===== src/rtl/gate_sweep_pkg.sv =====
// Shared encodings for the gate sweep tester: gate function codes, FSM states
// and the largest supported sweep width.
package gate_sweep_pkg;

    localparam int N_MAX = 8;

    localparam logic [2:0] MODE_AND  = 3'd0;
    localparam logic [2:0] MODE_OR   = 3'd1;
    localparam logic [2:0] MODE_NAND = 3'd2;
    localparam logic [2:0] MODE_NOR  = 3'd3;
    localparam logic [2:0] MODE_XOR  = 3'd4;
    localparam logic [2:0] MODE_XNOR = 3'd5;

    typedef enum logic [1:0] {
        ST_IDLE = 2'd0,
        ST_RUN  = 2'd1,
        ST_DONE = 2'd2
    } state_t;

    // Codes 6 and 7 have no gate function behind them.
    function automatic logic mode_reserved(input logic [2:0] m);
        return (m > MODE_XNOR);
    endfunction

endpackage


===== src/rtl/gate_golden.sv =====
// Reference gate model: reduces the stimulus vector with the selected gate
// function. Purely combinational.
module gate_golden
    import gate_sweep_pkg::*;
#(
    parameter int N = 3
) (
    input  logic [2:0]   mode,
    input  logic [N-1:0] vec,
    output logic         y
);

    always_comb begin
        y = 1'b0;
        case (mode)
            MODE_AND:  y = &vec;
            MODE_OR:   y = |vec;
            MODE_NAND: y = ~&vec;
            MODE_NOR:  y = ~|vec;
            MODE_XOR:  y = ^vec;
            MODE_XNOR: y = ~^vec;
            default:   y = 1'b0;
        endcase
    end

endmodule


===== src/rtl/gate_sweep.sv =====
// Exhaustive sweep tester for an external N-input gate; counts response mismatches.
// Optional first-failure capture is enabled by defining GATE_SWEEP_FAIL_CAPTURE_EN.
module gate_sweep
    import gate_sweep_pkg::*;
#(
    parameter int N = 3
) (
    input  logic         clk,
    input  logic         rst_n,
    input  logic         start,
    input  logic [2:0]   mode,
    output logic [N-1:0] vec,
    input  logic         dut_y,
    output logic         busy,
    output logic         done,
    output logic         pass,
    output logic         mode_err,
    output logic [N:0]   err_cnt
`ifdef GATE_SWEEP_FAIL_CAPTURE_EN
    ,
    output logic [N-1:0] fail_vec,
    output logic         fail_valid
`endif
);

    localparam logic [N:0] ERR_MAX = {1'b1, {N{1'b0}}};

    state_t     state;
    logic [2:0] mode_q;
    logic       golden_y;
    logic       mismatch;
    logic       accept;
    logic [N:0] err_next;

    gate_golden #(.N(N)) u_golden (
        .mode (mode_q),
        .vec  (vec),
        .y    (golden_y)
    );

    assign mismatch = (dut_y != golden_y);
    assign accept   = start && ((state == ST_IDLE) || (state == ST_DONE));

    // Saturating count; 2^N is the legitimate all-mismatch total.
    always_comb begin
        err_next = err_cnt;
        if (mismatch && (err_cnt != ERR_MAX))
            err_next = err_cnt + (N+1)'(1);
    end

    always_ff @(posedge clk or negedge rst_n) begin
        if (!rst_n) begin
            state    <= ST_IDLE;
            mode_q   <= MODE_AND;
            vec      <= '0;
            err_cnt  <= '0;
            busy     <= 1'b0;
            done     <= 1'b0;
            pass     <= 1'b0;
            mode_err <= 1'b0;
        end else begin
            case (state)
                ST_IDLE, ST_DONE: begin
                    if (start) begin
                        mode_q  <= mode;
                        vec     <= '0;
                        err_cnt <= '0;
                        pass    <= 1'b0;
                        if (mode_reserved(mode)) begin
                            state    <= ST_DONE;
                            busy     <= 1'b0;
                            done     <= 1'b1;
                            mode_err <= 1'b1;
                        end else begin
                            state    <= ST_RUN;
                            busy     <= 1'b1;
                            done     <= 1'b0;
                            mode_err <= 1'b0;
                        end
                    end
                end
                ST_RUN: begin
                    err_cnt <= err_next;
                    vec     <= vec + N'(1);
                    // Last vector sampled: vec wraps to 0 as the sweep closes.
                    if (&vec) begin
                        state <= ST_DONE;
                        busy  <= 1'b0;
                        done  <= 1'b1;
                        pass  <= (err_next == '0);
                    end
                end
                default: begin
                    state    <= ST_IDLE;
                    vec      <= '0;
                    err_cnt  <= '0;
                    busy     <= 1'b0;
                    done     <= 1'b0;
                    pass     <= 1'b0;
                    mode_err <= 1'b0;
                end
            endcase
        end
    end

`ifdef GATE_SWEEP_FAIL_CAPTURE_EN
    // Only the first mismatching vector of a sweep is kept.
    always_ff @(posedge clk or negedge rst_n) begin
        if (!rst_n) begin
            fail_vec   <= '0;
            fail_valid <= 1'b0;
        end else if (accept) begin
            fail_vec   <= '0;
            fail_valid <= 1'b0;
        end else if ((state == ST_RUN) && mismatch && !fail_valid) begin
            fail_vec   <= vec;
            fail_valid <= 1'b1;
        end
    end
`else
    logic unused_accept;
    assign unused_accept = accept;
`endif

endmodule


===== config.mk =====
export PLATFORM = sky130hd
export DESIGN_NAME = gate_sweep
export DESIGN_NICKNAME = d
export VERILOG_FILES = /design/src/rtl/gate_sweep_pkg.sv /design/src/rtl/gate_golden.sv /design/src/rtl/gate_sweep.sv
export SDC_FILE = /design/constraint.sdc
export NUM_CORES = 1
export LEC_CHECK = 0
export ABC_AREA = 1
export BUFFER_PORTS_ARGS = -buffer_cell sky130_fd_sc_hd__buf_2
export CORE_MARGIN = 2
export CORE_UTILIZATION = 45
export DETAILED_ROUTE_END_ITERATION = 12
export GPL_ROUTABILITY_DRIVEN = 1
export GPL_TIMING_DRIVEN = 0
export PLACE_DENSITY = 0.73
export SLEW_MARGIN = 20
export SYNTH_ARGS = -nofsm -noshare
export SYNTH_HDL_FRONTEND = slang
export SYNTH_HIERARCHICAL = 1
export SYNTH_SLANG_ARGS = --single-unit

===== constraint.sdc =====
create_clock -name clk -period 3.1 [get_ports clk]
set_input_delay 0.62 -clock clk [delete_from_list [all_inputs] [get_ports clk]]
set_output_delay 0.62 -clock clk [all_outputs]
set_load 0.02 [all_outputs]

# After elaboration in Yosys (flattened, before gate mapping)

Cells that the tools add are included.

Eq/ne operators: 11
Bitwise gates (word level): 1
Order comparisons: 1
Multiplexer cells: 22
Reduce and logical (&&, ||, !) cells: 14
$add $sub $neg: 2

Operator list:

| operator                                             | count |
|---|---|
| 2-to-1 mux 1 bit                                     | 8 |
| 2-to-1 mux 4 bit                                     | 2 |
| one-hot mux 1 bit (2 select lines)                   | 4 |
| one-hot mux 4 bit (2 select lines)                   | 1 |
| equality test 3 x 2 -> 1 bit (second input constant) | 2 |
| equality test 3 bit (second input constant)          | 2 |
| 2-to-1 mux 2 bit                                     | 3 |
| one-hot mux 1 bit (6 select lines)                   | 1 |
| one-hot mux 3 bit (2 select lines)                   | 1 |
| AND reduction 2 bit                                  | 3 |
| adder 4 x 1 -> 4 bit (second input constant)         | 1 |
| logical NOT 4 bit                                    | 1 |
| != test 2 bit (second input constant)                | 2 |
| != test 4 bit (second input constant)                | 1 |
| one-hot mux 2 bit (2 select lines)                   | 1 |
| adder 3 x 1 -> 3 bit (second input constant)         | 1 |
| equality test 3 x 1 -> 1 bit (second input constant) | 1 |
| > comparator 3 bit (second input constant)           | 1 |
| logical NOT 3 bit                                    | 1 |
| 2-to-1 mux 3 bit                                     | 1 |
| AND reduction 3 bit                                  | 1 |
| OR reduction 3 bit                                   | 1 |
| XNOR reduction 3 bit                                 | 1 |
| XOR reduction 3 bit                                  | 1 |
| other kinds (8)                                      | 9 |

Register bits after elaboration: 16
Word-level logic and storage cells: 59

# Logic depth before layout (Yosys ltp)

Depth in word-level cells: 9
Gate-level depth with buffers: 17
Gate-level depth less buffers: 17

# Hierarchy

Netlist, hierarchy kept.

Modules (own cells, without submodules):

| module      | times used | area each (um^2) | cells each |
|---|---|---|---|
| gate_sweep  | 1          | 759.5            | 96 |
| gate_golden | 1          | 155.1            | 34 |

# Least setup slack after synthesis

OpenSTA, ideal clock, no wires.

Kind: register to register
From: register vec[0]
To: register pass
Slack: 1,169 ps
Period minus slack after synthesis: 1,931 ps
Cell stages (with the launch flop): 18
Setup time: 65 ps
Data arrival time: 1,866 ps
Cells stage by stage: dfrtp_1 -> inv_1 -> ha_1 -> nand2_1 -> inv_1 -> nor2_1 -> nor2_1 -> nor2_1 -> nand3_1 -> inv_1 -> nand2_1 -> nand2_1 -> nand2_1 -> nand2_1 -> nand3_1 -> nor2_1 -> nand2_1 -> nand2_1

Cells in the longest elaborated chain, start to end: 9
Elaborated cells between the ends (all ways): 15
Those cells by class: eq/ne (2); mux (4); reduce/logical (9)

RTL lines:

| element                                                   | RTL line                             | source |
|---|---|---|
| from (decl)                                               | gate_sweep.sv:12                     | `output logic [N-1:0] vec,` |
| from (signal assigned)                                    | gate_sweep.sv:84                     | `vec <= vec + N'(1);` |
| OR reduction 3 bit or AND reduction 3 bit (tied branches) | --                                   |  |
| logical NOT 1 bit, on equally long branches               | gate_golden.sv:19, gate_golden.sv:18 |  |
| one-hot mux 1 bit (6 select lines) (*)                    | gate_golden.sv:15                    | `case (mode)` |
| via golden_y                                              | gate_sweep.sv:30                     | `logic golden_y;` |
| != test 1 bit (*)                                         | gate_sweep.sv:41                     | `assign mismatch = (dut_y != golden_y);` |
| logical AND 1 bit (*)                                     | gate_sweep.sv:47                     | `if (mismatch && (err_cnt != ERR_MAX))` |
| 2-to-1 mux 4 bit (*)                                      | gate_sweep.sv:47                     |  |
| logical NOT 4 bit (*)                                     | gate_sweep.sv:90                     | `pass <= (err_next == '0);` |
| 2-to-1 mux 1 bit (*)                                      | gate_sweep.sv:86                     | `if (&vec) begin` |
| one-hot mux 1 bit (2 select lines) (*)                    | gate_sweep.sv:62                     | `case (state)` |
| to (signal assigned)                                      | gate_sweep.sv:90                     |  |
| to (decl)                                                 | gate_sweep.sv:16                     | `output logic pass,` |

Mark *: on every way through the listed nets, which the timed path passes. The rest lies on a longest branch. The select of a mux whose other input is x is not followed.
A chain may end at the register's enable or synchronous reset.

# Worst setup path in the final report

Ends and elaborated chain as after synthesis.

==> impl_metrics.json <==
{
  "status": "completed",
  "cp-startpoint": "vec[0]$_DFFE_PN0P_",
  "hpwl_mm": 1.41,
  "core-area_um2": 1940,
  "ir_worst_vdd_v": 0.000581,
  "ios": 18,
  "clkLatencyLatePin_ns": 0.28,
  "area_growth_pct": 15.9,
  "ctsHoldBuffers": 0,
  "syn_area_per_cell_um2": 7.04,
  "numCtsBuffers": 3,
  "viasPerCell": 4.65,
  "slew_viol_final": 0,
  "max_stage_delay_ns": 0.44,
  "period_share": 0.674,
  "clockBufferDepth": 2,
  "drc": 0,
  "drv_cap": 0,
  "leakagePower_nw": 0.616,
  "rsz0062_at_grt": "no",
  "timing.rr.start": "vec[0]$_DFFE_PN0P_",
  "ant_nets": 0,
  "critPathMaxFanout": 6,
  "synthDistinctLibCells": 13,
  "fmax_ghz": 0.478,
  "start_util": 0.471,
  "die_w_um": 49.1,
  "required_ns": 3.32,
  "worstPathCellList": "inv_1 > ha_1 > nand2_1 > inv_1 > nor2_1 > nor2_1 > nor2_1 > nand3_1 > inv_1 > nand2_1 > nand2_1 > nand2_1 > nand2_1 > nand3_1 > nor2_1 > nand2_1 > nand2_1",
  "crit_top_cell": "nand2_1",
  "period_minus_slack_ns": 2.09,
  "wire_per_inst_um": 10.1,
  "tns_ns": 0,
  "rr_worst_depth": 17,
  "die_h_um": 49.1,
  "dr.pass1.iters": 4,
  "grt_max_degree": 16,
  "cts_tree": "built",
  "synth-edff-count": 0,
  "grt_pass1_wl_mm": 3.22,
  "path_class": "flop to flop",
  "finalHoldViolCount": 0,
  "cts_setup_buffers": 0,
  "synth_area_um2": 915,
  "yosysWarnings": 6,
  "cts_root_buf": "clkbuf_4",
  "worst_pin_slew_ns": 0.360,
  "grt.total_usage": 0.167,
  "slew_headroom": 0.759,
  "cp_slowest_cell": "dfrtp_1",
  "yosysTopAreaCell": "dfrtp_1",
  "routed_wl_mm": 1.80,
  "arrival_ns": 2.31,
  "post_cts_resized": 0,
  "grt_pass1_vias": 784,
  "end_kind": "flop",
  "worst_setup_path_start_kind": "flop",
  "drtIter0Drc": 17,
  "worst_clock_skew_ns": 0.00187,
  "syn_nets": 143,
  "antenna_found_initial": 0,
  "rrSetupSlack_ns": 1.01,
  "setup_viol": 0,
  "yosysMostFrequentCell": "nand2_1",
  "overflow": 0,
  "num_vias": 827,
  "finalNetCount": 165,
  "synth-seq-cells": 15,
  "synth_top_area_frac": 0.410,
  "syn_inst": 130,
  "synth_top_flop_cell": "dfrtp_1",
  "min_path_type": "input port to asynchronous set/reset pin",
  "synth_area_leaders": "dfrtp_1 (41%), nand2_1 (20%), inv_1 (8.6%)",
  "ys_seq_area_frac": 0.410,
  "io_buffer_count": 17,
  "die_area_um2": 2410,
  "total_power_mw": 0.999,
  "h-tree-depth": 1,
  "ys_top_cells_by_count": "nand2_1 (48), inv_1 (21), dfrtp_1 (15), nor2_1 (14), nand3_1 (11)",
  "power.density_nw_per_um2": 942,
  "path_clk_slew_ns": 0.09,
  "drive_gt1_frac": 0.152,
  "num_rows": 16,
  "async_reset_ff_frac": 1.00,
  "cts_sinks": 15,
  "num_antenna_cells": 0,
  "routabilityCongestion": 0.805,
  "r2r-end": "pass$_DFFE_PN0P_"
}
==> metrics by stage <==
step                      setup slack, ns  utilization  instance area (um2)  cells  hold slack (ns)
after detailed placement             1.04        0.532                 1030    174            0.458
after global placement               1.08        0.532                 1030    174            0.456
final                                1.01        0.546                 1060    178            0.219
after CTS                            1.01        0.546                 1060    178            0.229
after global routing                0.728        0.546                 1060    178            0.254
after floorplan                      1.17            -                  915    130            0.324
==> power by group <==
group	total, mW	leakage (nW)	internal, mW	switching [mW]
sequential	0.348	0.193	0.270	0.0786
clock	0.110	0.0150	0.0499	0.0602
combinational	0.540	0.408	0.194	0.346
total	0.999	0.616	0.513	0.485
==> flip-flops by register name, summed over array words and instances, names as in the netlist <==
signal	count
pass	1
err_cnt	4
state	1
done	1
mode_err	1
mode_q	3
vec	3
busy	1
==> per-layer routing <==
| metal | vias to the layer above | share of wire | global-route usage |
|---|---|---|---|
| met5 | - | 0 | 0 |
| met4 | 0 | 0.019 | 0.0571 |
| met3 | 4 | 0.031 | 0.0184 |
| met2 | 13 | 0.46 | 0.279 |
| met1 | 364 | 0.49 | 0.224 |
| li1 | 446 | - | - |
==> kinds of logic after synthesis <==
kind of cell / Yosys count / synth area share
simple gates: 77 / 0.350
buf+inv: 21 / 0.0862
flops: 15 / 0.410
compound gates: 11 / 0.0711
fa+ha+maj: 6 / 0.0821
==> worst max-delay path by stage <==
| stage | slack, ns | to |
|---|---|---|
| 3_5_place_dp | 1.04 | pass$_DFFE_PN0P_ |
| 3_3_place_gp | 1.08 | pass$_DFFE_PN0P_ |
| 6_report | 1.01 | pass$_DFFE_PN0P_ |
| 2_1_floorplan | 1.17 | pass$_DFFE_PN0P_ |
| 4_1_cts | 1.01 | pass$_DFFE_PN0P_ |
| 5_1_grt | 0.73 | pass$_DFFE_PN0P_ |
==> layout by cell type, fill, tap and decap left out <==
cell and instances:
nand2_1 48, inv_1 21, buf_2 17, dfrtp_1 15, nor2_1 14, nand3_1 11
o21ai_0 8, ha_1 6, clkbuf_4 3, a22o_1 2, nand3_2 1, or2_4 1
o211ai_1 1, nor2_2 1, clkbuf_1 1, nand3b_1 1
==> critical path: cells and delay by family, from the launching register on <==
| kind | cells | cell delay (ns) |
|---|---|---|
| buffers and inverters | 3 | 0.17 |
| adder cells (fa/ha/maj) | 1 | 0.33 |
| flip-flops | 1 | 0.44 |
| AND/OR/NAND/NOR | 13 | 1.07 |
==> layout make-up <==
| cell class | count | area, um2 |
|---|---|---|
| Clock buffer | 4 | 26.3 |
| Timing Repair Buffer | 17 | 85.1 |
| Multi-Input combinational cell | 94 | 460 |
| Tap cell | 27 | 33.8 |
| Sequential cell | 15 | 375 |
| Inverter | 21 | 78.8 |
| Fill cell | 202 | 882 |
No activity file was read; power rests on OpenSTA's default activity.
